`config.mk`:
```
export PLATFORM = sky130hd
export DESIGN_NAME = bp_fe_queue_fifo
export DESIGN_NICKNAME = d
export VERILOG_FILES = /design/src/rtl/bp_fe_queue_fifo.sv
export SDC_FILE = /design/constraint.sdc
export NUM_CORES = 1
export LEC_CHECK = 0
export CAP_MARGIN = 20
export CORE_MARGIN = 2
export CORE_UTILIZATION = 60
export CTS_CLUSTER_SIZE = 24
export DETAILED_ROUTE_END_ITERATION = 8
export PLACE_DENSITY = 0.82
export SETUP_SLACK_MARGIN = 0.1
export SLEW_MARGIN = 20
export SYNTH_ARGS = -nofsm -noshare
export SYNTH_HDL_FRONTEND = slang
export SYNTH_SLANG_ARGS = --single-unit
```
`constraint.sdc`:
```
create_clock -name clk_i -period 13.8 [get_ports clk_i]
set_input_delay 1.38 -clock clk_i [delete_from_list [all_inputs] [get_ports clk_i]]
set_output_delay 1.38 -clock clk_i [all_outputs]
set_load 0.02 [all_outputs]
```
`src/rtl/bp_fe_queue_fifo.sv`:
```
// rtl/bp_fe_queue_fifo.sv - replayable FE-to-scheduler queue with speculative read and commit pointers
module bp_fe_queue_fifo #(
    parameter int els_p   = 8,
    parameter int width_p = 64
) (
    input  logic               clk_i,
    input  logic               reset_n_i,
    input  logic [width_p-1:0] fe_queue_i,
    input  logic               fe_queue_v_i,
    output logic               fe_queue_ready_o,
    output logic [width_p-1:0] fe_queue_o,
    output logic               fe_queue_v_o,
    input  logic               fe_queue_yumi_i,
    input  logic               fe_queue_deq_i,
    input  logic               fe_queue_roll_i,
    input  logic               fe_queue_clr_i
);
    localparam int idx_w_lp = $clog2(els_p);
    localparam int ptr_w_lp = idx_w_lp + 1;
    localparam logic [ptr_w_lp-1:0] els_lp = ptr_w_lp'(els_p);

    logic [ptr_w_lp-1:0] wptr_q, wptr_d;
    logic [ptr_w_lp-1:0] rptr_q, rptr_d;
    logic [ptr_w_lp-1:0] cptr_q, cptr_d;
    logic [ptr_w_lp-1:0] cptr_n;
    logic [width_p-1:0]  mem_q [els_p];
    logic                full;
    logic                enq;

    // Occupancy counts from the commit pointer: issued-but-uncommitted slots stay allocated.
    assign full             = (wptr_q - cptr_q) == els_lp;
    assign fe_queue_ready_o = reset_n_i & ~full & ~fe_queue_clr_i;
    assign fe_queue_v_o     = reset_n_i & (rptr_q != wptr_q);
    assign fe_queue_o       = mem_q[rptr_q[idx_w_lp-1:0]];
    assign enq              = fe_queue_v_i & fe_queue_ready_o;

    always_comb begin
        cptr_n = cptr_q + {{(ptr_w_lp-1){1'b0}}, fe_queue_deq_i};
        cptr_d = cptr_n;
        wptr_d = wptr_q + {{(ptr_w_lp-1){1'b0}}, enq};
        rptr_d = rptr_q + {{(ptr_w_lp-1){1'b0}}, fe_queue_yumi_i};
        if (fe_queue_clr_i) begin
            rptr_d = cptr_n;
            wptr_d = cptr_n;
        end else if (fe_queue_roll_i) begin
            rptr_d = cptr_n;
        end
    end

    always_ff @(posedge clk_i) begin
        if (!reset_n_i) begin
            wptr_q <= '0;
            rptr_q <= '0;
            cptr_q <= '0;
        end else begin
            wptr_q <= wptr_d;
            rptr_q <= rptr_d;
            cptr_q <= cptr_d;
        end
    end

    always_ff @(posedge clk_i) begin
        if (enq) begin
            mem_q[wptr_q[idx_w_lp-1:0]] <= fe_queue_i;
        end
    end

    a_yumi_needs_valid: assert property (@(posedge clk_i) disable iff (!reset_n_i)
        !(fe_queue_yumi_i && !fe_queue_v_o));
    a_deq_needs_issued: assert property (@(posedge clk_i) disable iff (!reset_n_i)
        !(fe_queue_deq_i && (cptr_q == rptr_q)));
endmodule

```
== Word-level counts from Yosys, hierarchy flattened ==
Memories as Yosys holds them, arrays and structs flattened. A register that Yosys moved wholly into a read port is not among the register bits.
Index checks and enable logic that the tools add are counted.

* Output and inout port bits: 66
* Memories: 1
* Register bits: 12
* Logic and storage cells: 22
* Bits in writable memories: 512

{| class="wikitable"
|+ Memory list
! memory !! depth !! bits a word !! rd ports !! clocked after Yosys merged registers in !! wr ports !! RTL line !! text
|-
| mem_q || 8 || 64 || 1 || 1 || 1 || 26 || <nowiki>logic [width_p-1:0] mem_q [els_p];</nowiki>
|}

* Mux-type cells: 6
* Add/sub/neg operators: 4
* Equality and inequality tests: 2
* Bitwise logic cells: 6

{| class="wikitable"
|+ Operators with widths
! operator !! number
|-
| $add 4x1->4 || 3
|-
| $mux 4 || 3
|-
| $and 1x1->1 || 4
|-
| $eq 4x4->1 const B || 1
|-
| $ne 4x4->1 || 1
|-
| $sub 4x4->4 || 1
|-
| $mux 3 || 1
|-
| $mux 1 || 2
|-
| $not 1->1 || 2
|}

== Longest topological paths before layout ==
Gate-level depths: netlist of run 1.

* Word-level depth: 8
* Gate-level depth with buffers: 10

== Worst setup path after synthesis of run 1 ==
OpenSTA, ideal clock, no wires.

* Kind: input port to flip-flop
* Start: input fe_queue_clr_i
* End: memory mem_q[1][0], enable pin
* Slack: 5.239 ns
* Stages on the path: 3
* Library setup time: 0.644 ns
* Buffers on the path: 0
* Data arrival time: 7.917 ns
* Cells stage by stage: nand3b_1 or2_2 nor4_1

* Longest elaborated chain between the ends: 5

{| class="wikitable"
|+ Ends and longest elaborated chain
! item !! RTL line !! text
|-
| start, declared || 16 || <nowiki>input logic fe_queue_clr_i</nowiki>
|-
| $not 1->1 || 32 || <nowiki>assign fe_queue_ready_o = reset_n_i & ~full & ~fe_queue_clr_i;</nowiki>
|-
| $and 1x1->1 || 32 ||
|-
| $and 1x1->1 || 35 || <nowiki>assign enq = fe_queue_v_i & fe_queue_ready_o;</nowiki>
|-
| $mux 1 || 63 || <nowiki>if (enq) begin</nowiki>
|-
| $mux 1 (implied by the code) || 64 || <nowiki>mem_q[wptr_q[idx_w_lp-1:0]] <= fe_queue_i;</nowiki>
|-
| end, declared || 26 ||
|}

Every way passes these cells.

==> results of run 1 <==
==> through the flow <==
step / instance area (µm²) / instances / total power, µW / hold slack, ps
floorplan: 20000 / 830 / 2000 / 548
global placement: 21900 / 1391 / 2120 / 588
detailed placement: 21900 / 1391 / 2120 / 614
CTS: 23500 / 1484 / 3470 / 630
global route: 23500 / 1488 / 3550 / 657
finish: 23500 / 1489 / 3450 / 618
==> worst max-delay path: stages, from the launching register on <==
cell and delay [ps]:
dfxtp_4 950, buf_4 880, mux4_2 440, mux2_2 290
clkdlybuf4s50_1 540
==> cell usage after synthesis (3+ instances only) <==
cell type,instances,area [µm²]
nand3_1,4,20.0
xor2_1,8,70.1
nor3_1,6,30.0
buf_1,7,26.3
buf_2,4,20.0
nand2_1,8,30.0
dfxtp_1,12,240
nor2b_1,5,31.3
edfxtp_1,512,15400
mux2_2,64,721
clkbuf_1,14,52.6
mux4_2,128,2880
xnor2_1,4,35.0
o21ai_0,4,20.0
ha_1,9,113
nand2b_1,3,18.8
inv_1,3,11.3
buf_6,11,124
==> registers in the layout, summed over array words and instances (netlist names) <==
name    count
mem_q     512
rptr_q      4
wptr_q      4
cptr_q      4
==> layer usage <==
layer	global-route usage [%]	vias up	part of all wire [%]
met4	7.42	8	2.2
met3	5.28	63	7.1
met5	0	-	0.14
met1	31.0	4817	39
met2	38.3	346	52
li1	-	3882	-
==> cell families after synthesis <==
family          Yosys count  share of synthesized area (%)
simple gates             39                           1.09
fa+ha+maj                 9                          0.563
buf+inv                  41                           1.24
flops                   524                           78.1
compound gates           11                          0.382
mux                     194                           18.1
xor+xnor                 12                          0.525
==> worst min-delay path by stage <==
stage / startpoint / to / slack [ps] / depth (start not counted)
2_1_floorplan: cptr_q[3] / cptr_q[3] / 550 / 2
3_3_place_gp: cptr_q[3] / cptr_q[3] / 590 / 2
3_5_place_dp: cptr_q[3] / cptr_q[3] / 610 / 2
4_1_cts: cptr_q[3] / cptr_q[3] / 630 / 2
5_1_grt: cptr_q[3] / cptr_q[3] / 660 / 2
6_report: cptr_q[3] / cptr_q[3] / 620 / 2
==> final cells by class <==
type	instances	area (µm²)	share of cell area [%]
diodes	5	12.5	0.0531
clock buffers	63	1300	5.52
clock inverters	30	337	1.43
inverters	3	11.3	0.0478
multi-input cells	265	4180	17.8
flip-flops and latches	524	15600	66.4
well taps	442	553	2.35
repair buffers	157	1520	6.47
==> power groups by stage <==
stage	Combinational (µW)	Sequential, µW	Clock (µW)
2_1_floorplan	196	1800	0
3_3_place_gp	299	1820	0
3_5_place_dp	304	1820	0
4_1_cts	309	1780	1380
5_1_grt	323	1790	1440
6_report	305	1780	1360
==> impl_metrics.json, run 1 <==
{
  "cts_setup_buffers": 0,
  "switching_share_pct": 21.0,
  "cap_violations": 0,
  "grt_usage_pct": 23.1,
  "critPathKind": "reg2out",
  "ys_ff_latch": 524,
  "rows": 66,
  "antenna_found_initial": 9,
  "p_per_area_nw_per_um2": 146,
  "grt_max_degree": 68,
  "vias_per_cell": 6.12,
  "cts_buffer_depth": 3,
  "synthArstFlopShare_pct": 0,
  "fin_nets": 1081,
  "hold_buffers": 0,
  "synth_warnings": 0,
  "core_um2": 32700,
  "dp_slack_ps": 9010,
  "synthCells": 830,
  "r2r-start": "wptr_q[2]",
  "synth_flop_cell": "edfxtp_1",
  "critPathLaunch": "rptr_q[1]",
  "p_clk_share_pct": 39.4,
  "areaGrowthSynthToFinish_pct": 17.7,
  "drt_iter0_markers": 876,
  "crit_end": "fe_queue_o[9]",
  "grt_pass1_vias": 9719,
  "worstSkewPairLatency_ps": 570,
  "clkSinkCount": 524,
  "io_buffers": 136,
  "fin_util_pct": 72.0,
  "cp_data_arrival_time_ps": 3810,
  "die_x_um": 187,
  "die_y_um": 187,
  "drt-pass1-iter-count": 5,
  "gp_congestion": 0.709,
  "wl_um": 39200,
  "outcome": "completed",
  "path_max_fanout": 67,
  "grt_pass1_wl_um": 59600,
  "dieArea_um2": 34800,
  "syn-cell-area_um2": 20000,
  "p_leak_uw": 0.00734,
  "regToRegEndpoint": "mem_q[4][24]",
  "fin_crit_sh_pct": 37.6,
  "crit_required_ps": 12420,
  "wire_per_inst_um": 26.4,
  "hold_viol_final": 0,
  "rsz0062_at_grt": "false",
  "ir_drop_mv": 0.126,
  "cts_root_buf": "clkbuf_16",
  "drv_slew": 0,
  "fin_ws_ps": 8610,
  "synth_nets": 910,
  "end_kind": "output port",
  "final_common_cell": "edfxtp_1",
  "seqPwrFrac_pct": 51.8,
  "drive_gt1_share_pct": 28.2,
  "dp_hpwl_um": 20300,
  "initial_core_util_pct": 61.2,
  "r2r_cells": 7,
  "cts_tree": "done",
  "tightest_slew_ps": 1050,
  "cts-resized-gates": 0,
  "fillerInstances": 1854,
  "seq_area_frac_synth_pct": 78.1,
  "final.setup.tns_ps": 0,
  "fmax_mhz": 193,
  "overflow": 0,
  "vias": 9116,
  "rrSetupSlack_ps": 10990,
  "antenna_left": 0,
  "layout_common_cells": "edfxtp_1, clkdlybuf4s50_1, mux4_2",
  "period_needed_ps": 5190,
  "p_int_uw": 2720,
  "hp-class": "reg2reg",
  "htreeDepth": 2,
  "final-setup-viol-count": 0,
  "cts_made_buffers": 50,
  "synth-edff-count": 512,
  "drc": 0,
  "power_switching_uw": 723,
  "ios": 137,
  "finClkSkew_ps": 20.9,
  "avgSynthCellArea_um2": 24.1,
  "p_comb_share_pct": 8.8,
  "clk_pin_slew_worst_paths_ps": 60,
  "start_kind": "flop",
  "yosysUniqueCellTypes": 32,
  "slew_headroom_pct": 30.3
}
(Power assumes the default switching activity.)
==> run 2: changes to the inputs <==
--- a/config.mk
+++ b/config.mk
@@ -7,10 +7,10 @@
 export LEC_CHECK = 0
 export CAP_MARGIN = 20
 export CORE_MARGIN = 2
-export CORE_UTILIZATION = 60
+export CORE_UTILIZATION = 58
 export CTS_CLUSTER_SIZE = 24
 export DETAILED_ROUTE_END_ITERATION = 8
-export PLACE_DENSITY = 0.82
+export PLACE_DENSITY = 0.8
 export SETUP_SLACK_MARGIN = 0.1
 export SLEW_MARGIN = 20
 export SYNTH_ARGS = -nofsm -noshare
==> constraint.sdc (replaced) <==
create_clock -name clk_i -period 5 [get_ports clk_i]
set_input_delay 0.5 -clock clk_i [delete_from_list [all_inputs] [get_ports clk_i]]
set_output_delay 0.5 -clock clk_i [all_outputs]
set_load 0.02 [all_outputs]
==> impl_metrics.json, run 2 (same netlist as run 1, synthesis figures left out) <==
{
  "antenna_found_initial": 1,
  "ir_drop_mv": 0.279,
  "cts-resized-gates": 0,
  "fin_crit_sh_pct": 71.7,
  "overflow": 0,
  "period_needed_ps": 3590,
  "areaGrowthSynthToFinish_pct": 17.2,
  "dp_hpwl_um": 20100,
  "critPathKind": "reg2out",
  "vias_per_cell": 5.97,
  "dp_slack_ps": 1700,
  "fin_ws_ps": 1410,
  "cts_tree": "done",
  "dieArea_um2": 36000,
  "p_leak_uw": 0.00729,
  "final-setup-viol-count": 0,
  "start_kind": "flop",
  "rrSetupSlack_ps": 1890,
  "initial_core_util_pct": 58.3,
  "die_y_um": 190,
  "r2r_cells": 7,
  "cap_violations": 0,
  "fmax_mhz": 279,
  "wire_per_inst_um": 24.7,
  "final_common_cell": "edfxtp_1",
  "antenna_left": 0,
  "largest_reg_flops": 512,
  "layout_common_cells": "edfxtp_1, clkdlybuf4s50_1, mux4_2",
  "wl_um": 36800,
  "hold_buffers": 0,
  "p_per_area_nw_per_um2": 387,
  "clkSinkCount": 524,
  "path_max_fanout": 43,
  "rsz0062_at_grt": "false",
  "htreeDepth": 2,
  "tightest_slew_ps": 1060,
  "gp_congestion": 0.753,
  "drv_slew": 0,
  "whs_path_depth": 2,
  "drc": 0,
  "drive_gt1_share_pct": 27.8,
  "finClkSkew_ps": 11.0,
  "drt_iter0_markers": 728,
  "diodes": 0,
  "vias": 8906,
  "clk_pin_slew_worst_paths_ps": 60,
  "slew_headroom_pct": 28.8,
  "final.setup.tns_ps": 0,
  "die_x_um": 190,
  "grt_pass1_vias": 9575,
  "ios": 137,
  "rows": 68,
  "grt_usage_pct": 21.2,
  "fin_nets": 1083,
  "io_buffers": 136,
  "grt_max_degree": 63,
  "worstSkewPairLatency_ps": 550,
  "drt-pass1-iter-count": 5,
  "cts_made_buffers": 49,
  "outcome": "completed",
  "cts_setup_buffers": 0,
  "end_kind": "output port",
  "cts_root_buf": "clkbuf_16",
  "hold_viol_final": 0,
  "cp_data_arrival_time_ps": 3090,
  "grt_pass1_wl_um": 56400,
  "hp-class": "reg2reg",
  "cts_buffer_depth": 3,
  "core_um2": 34300,
  "crit_required_ps": 4500
}
run 2: changes by cell type in the layout (fill, tap and decap cells not counted), moves of 2 or more:
cell        delta
clkinv_2       +2
nor4_4         +2
diode_2        -5
buf_12         +7
buf_4          -3
clkbuf_1       -2
clkinv_1       +2
bufinv_16      -7
nor4_2         -2
clkinvlp_4     -3
run 2: power by group:
part	switching (µW)	internal, µW
Combinational	400	453
Sequential	43.1	4870
Clock	1460	1850
Total	1900	7170
run 2: worst max-delay path, cell delays in order (launching register included):
cell             delay (ps)
dfxtp_4                 620
buf_4                   610
mux4_2                  410
mux2_2                  270
clkdlybuf4s50_1         580
run 2: per-stage QoR:
stage                     instances  power, µW  hold WS, ps  area [µm²]  utilization (%)
after global routing           1491       9370          635       23400             68.4
final                          1491       9070          604       23400             68.4
after floorplan                 830       5520          548       20000                -
after global placement         1407       5850          589       22000             64.3
after detailed placement       1407       5870          597       22000             64.3
after CTS                      1491       9150          615       23400             68.4
run 2: metal layers:
| layer | GRT usage, % | wire [µm] | vias up |
|---|---|---|---|
| met4 | 5.37 | 703 | 0 |
| met3 | 3.30 | 2130 | 57 |
| met1 | 30.0 | 15300 | 4667 |
| li1 | - | - | 3875 |
| met5 | 0 | 0 | - |
| met2 | 35.3 | 18700 | 307 |
run 2: path summary, 6_finish.rpt:
| path | startpoint | end |
|---|---|---|
| setup / recovery | rptr_q[1] | fe_queue_o[44] |
| hold / removal | cptr_q[3] | cptr_q[3] |
| setup reg to reg | wptr_q[2] | mem_q[0][1] |
| hold reg to reg | cptr_q[3] | cptr_q[3] |
run 2: area by class of cell:
class	count	area, µm²
flip-flops and latches	524	15600
fillers	2059	10800
multi-input cells	265	4200
repair buffers	160	1630
clock buffers	62	1320
well taps	455	569
clock inverters	22	96.3
inverters	3	11.3
==> run 3: changes to the inputs <==
--- a/config.mk
+++ b/config.mk
@@ -7,10 +7,10 @@
 export LEC_CHECK = 0
 export CAP_MARGIN = 20
 export CORE_MARGIN = 2
-export CORE_UTILIZATION = 58
+export CORE_UTILIZATION = 53
 export CTS_CLUSTER_SIZE = 24
 export DETAILED_ROUTE_END_ITERATION = 8
-export PLACE_DENSITY = 0.8
+export PLACE_DENSITY = 0.77
 export SETUP_SLACK_MARGIN = 0.1
 export SLEW_MARGIN = 20
 export SYNTH_ARGS = -nofsm -noshare
==> constraint.sdc (replaced) <==
create_clock -name clk_i -period 3 [get_ports clk_i]
set_input_delay 0.3 -clock clk_i [delete_from_list [all_inputs] [get_ports clk_i]]
set_output_delay 0.3 -clock clk_i [all_outputs]
set_load 0.02 [all_outputs]
==> impl_metrics.json, run 3 (same netlist as run 1, synthesis figures left out) <==
{
  "outcome": "completed",
  "antenna_left": 0,
  "clkSinkCount": 524,
  "hold_ws_ps": 449,
  "overflow": 0,
  "vias_per_cell": 5.74,
  "dp_hpwl_um": 20600,
  "path_cells": "buf_4 -> buf_6 -> buf_12 -> buf_4 -> mux4_2 -> mux2_2 -> clkdlybuf4s15_2",
  "drive_gt1_share_pct": 32.3,
  "placed_area_um2": 22400,
  "p_leak_uw": 0.00779,
  "vias": 9162,
  "cts_made_buffers": 52,
  "multi_input_area_um2": 4290,
  "cts_buffer_depth": 3,
  "crit_slowest_cell": "mux4_2",
  "die_x_um": 198,
  "gp_congestion": 0.751,
  "worstSkewPairLatency_ps": 590,
  "crit_family": "buffers and inverters",
  "grt_pass1_wl_um": 58300,
  "grt_max_degree": 65,
  "dp_slack_ps": 456,
  "tightest_slew_ps": 454,
  "final-setup-viol-count": 0,
  "power_switching_uw": 3390,
  "switching_share_pct": 21.6,
  "hold_viol_final": 0,
  "layout_common_cells": "edfxtp_1, mux4_2, clkdlybuf4s50_1",
  "diodes": 0,
  "fin_util_pct": 65.1,
  "antenna_found_initial": 4,
  "path_max_fanout": 13,
  "drv_slew": 0,
  "p_comb_share_pct": 10.0,
  "cp_data_arrival_time_ps": 2580,
  "cts_tree": "done",
  "p_int_uw": 12300,
  "period_needed_ps": 2880,
  "ios": 137,
  "p_clk_share_pct": 38.2,
  "finClkSkew_ps": 23.8,
  "fin_crit_sh_pct": 96.0,
  "dieArea_um2": 39300,
  "drc": 0,
  "maxUsedRoutingLayer": "met5",
  "finalPower_uw": 15700,
  "die_y_um": 198,
  "grt_usage_pct": 20.3,
  "slew_headroom_pct": 69.7,
  "seqPwrFrac_pct": 51.8,
  "drt-pass1-iter-count": 5,
  "cap_violations": 0,
  "htreeDepth": 2,
  "initial_core_util_pct": 53.5,
  "rows": 71,
  "largest_reg_flops": 512,
  "cts_root_buf": "clkbuf_16",
  "grt_pass1_vias": 9658,
  "ir_drop_mv": 0.482,
  "p_per_area_nw_per_um2": 646,
  "io_buffers": 136,
  "worstPathBufferInverterCount": 5,
  "wire_per_inst_um": 24.6,
  "final_common_cell": "edfxtp_1",
  "max_stage_delay_ps": 500,
  "start_kind": "flop",
  "core_um2": 37400,
  "design_area_um2": 24300,
  "hp-class": "in2reg",
  "wl_um": 39200,
  "wl_met2_um": 19600,
  "fmax_mhz": 347,
  "fillerInstances": 2413,
  "areaGrowthSynthToFinish_pct": 21.7,
  "rsz0062_at_grt": "true",
  "drt_iter0_markers": 555,
  "wl_met3_um": 2480,
  "seqCellArea_um2": 15600,
  "critPathKind": "reg2out",
  "critPathMostFrequentCell": "buf_4",
  "end_kind": "output port",
  "crit_required_ps": 2700,
  "fin_ws_ps": 119,
  "fin_nets": 1123,
  "clk_pin_slew_worst_paths_ps": 60,
  "wl_met1_um": 16200
}
-- run 3: cell types whose count changed in the layout (fill, tap and decap cells not counted), moves of 6 or more --
cell             previous run  this run
clkdlybuf4s50_1           136        78
clkdlybuf4s15_1             0         8
dlygate4sd2_1               0        39
nor3_4                      0         6
buf_12                      7        20
nor3_2                      6         0
clkbuf_16                  51        57
buf_4                      17        29
-- run 3: timing repair --
item                                    4_1_cts  5_1_grt
hold buffers                                  0        0
gates resized for setup                      66       24
gates cloned                                  2        4
buffers inserted                              8       12
endpoints found under the setup margin       65       37
endpoints found under the hold margin         0        0
pin swaps                                     0        0
-- run 3: per-layer routing --
metal  global-route usage [%]  vias to the layer above
li1                         -                     3969
met1                     27.1                     4841
met2                     33.9                      274
met3                     4.56                       70
met4                     5.79                        8
met5                        0                        -
-- run 3: worst reg2reg max path, stage by stage, from the launching register on --
cell     delay [ps]
dfxtp_2         360
inv_2            60
ha_1            200
nor2b_2         160
xnor2_2         140
nor4b_4         340
buf_4           320
nor2_1           90
ha_1            210
ha_1            190
xor2_1          160
o211a_1         200
-- run 3: through the flow --
| step | instances | setup TNS (ps) |
|---|---|---|
| detailed placement | 1474 | 0 |
| CTS | 1579 | -427 |
| finish | 1595 | 0 |
| global route | 1595 | 0 |
| global placement | 1474 | 0 |
| floorplan | 830 | -121490 |
-- run 3: cell type report --
cell class	count	share of cell area (%)
clock inverters	28	0.889
clock buffers	67	5.66
well taps	511	2.63
repair buffers	197	8.96
inverters	3	0.0463
flip-flops and latches	524	64.2
multi-input cells	265	17.6
-- run 3: worst paths after layout --
check                              startpoint        endpoint  slack (ps)  depth (start not counted)
worst max-delay path                rptr_q[0]  fe_queue_o[54]         120                          7
worst min-delay path            fe_queue_i[9]     mem_q[6][9]         450                          1
worst max register to register      wptr_q[0]       wptr_q[2]         470                         11
worst min register to register      cptr_q[3]       cptr_q[3]         600                          2
-- run 3: power by group through the flow --
stage               Sequential, µW  Combinational [µW]  Clock (µW)
CTS                           8160                1530        6130
global route                  8160                1680        6420
floorplan                     8290                 937           0
global placement              8310                1500           0
finish                        8160                1570        6010
detailed placement            8320                1520           0
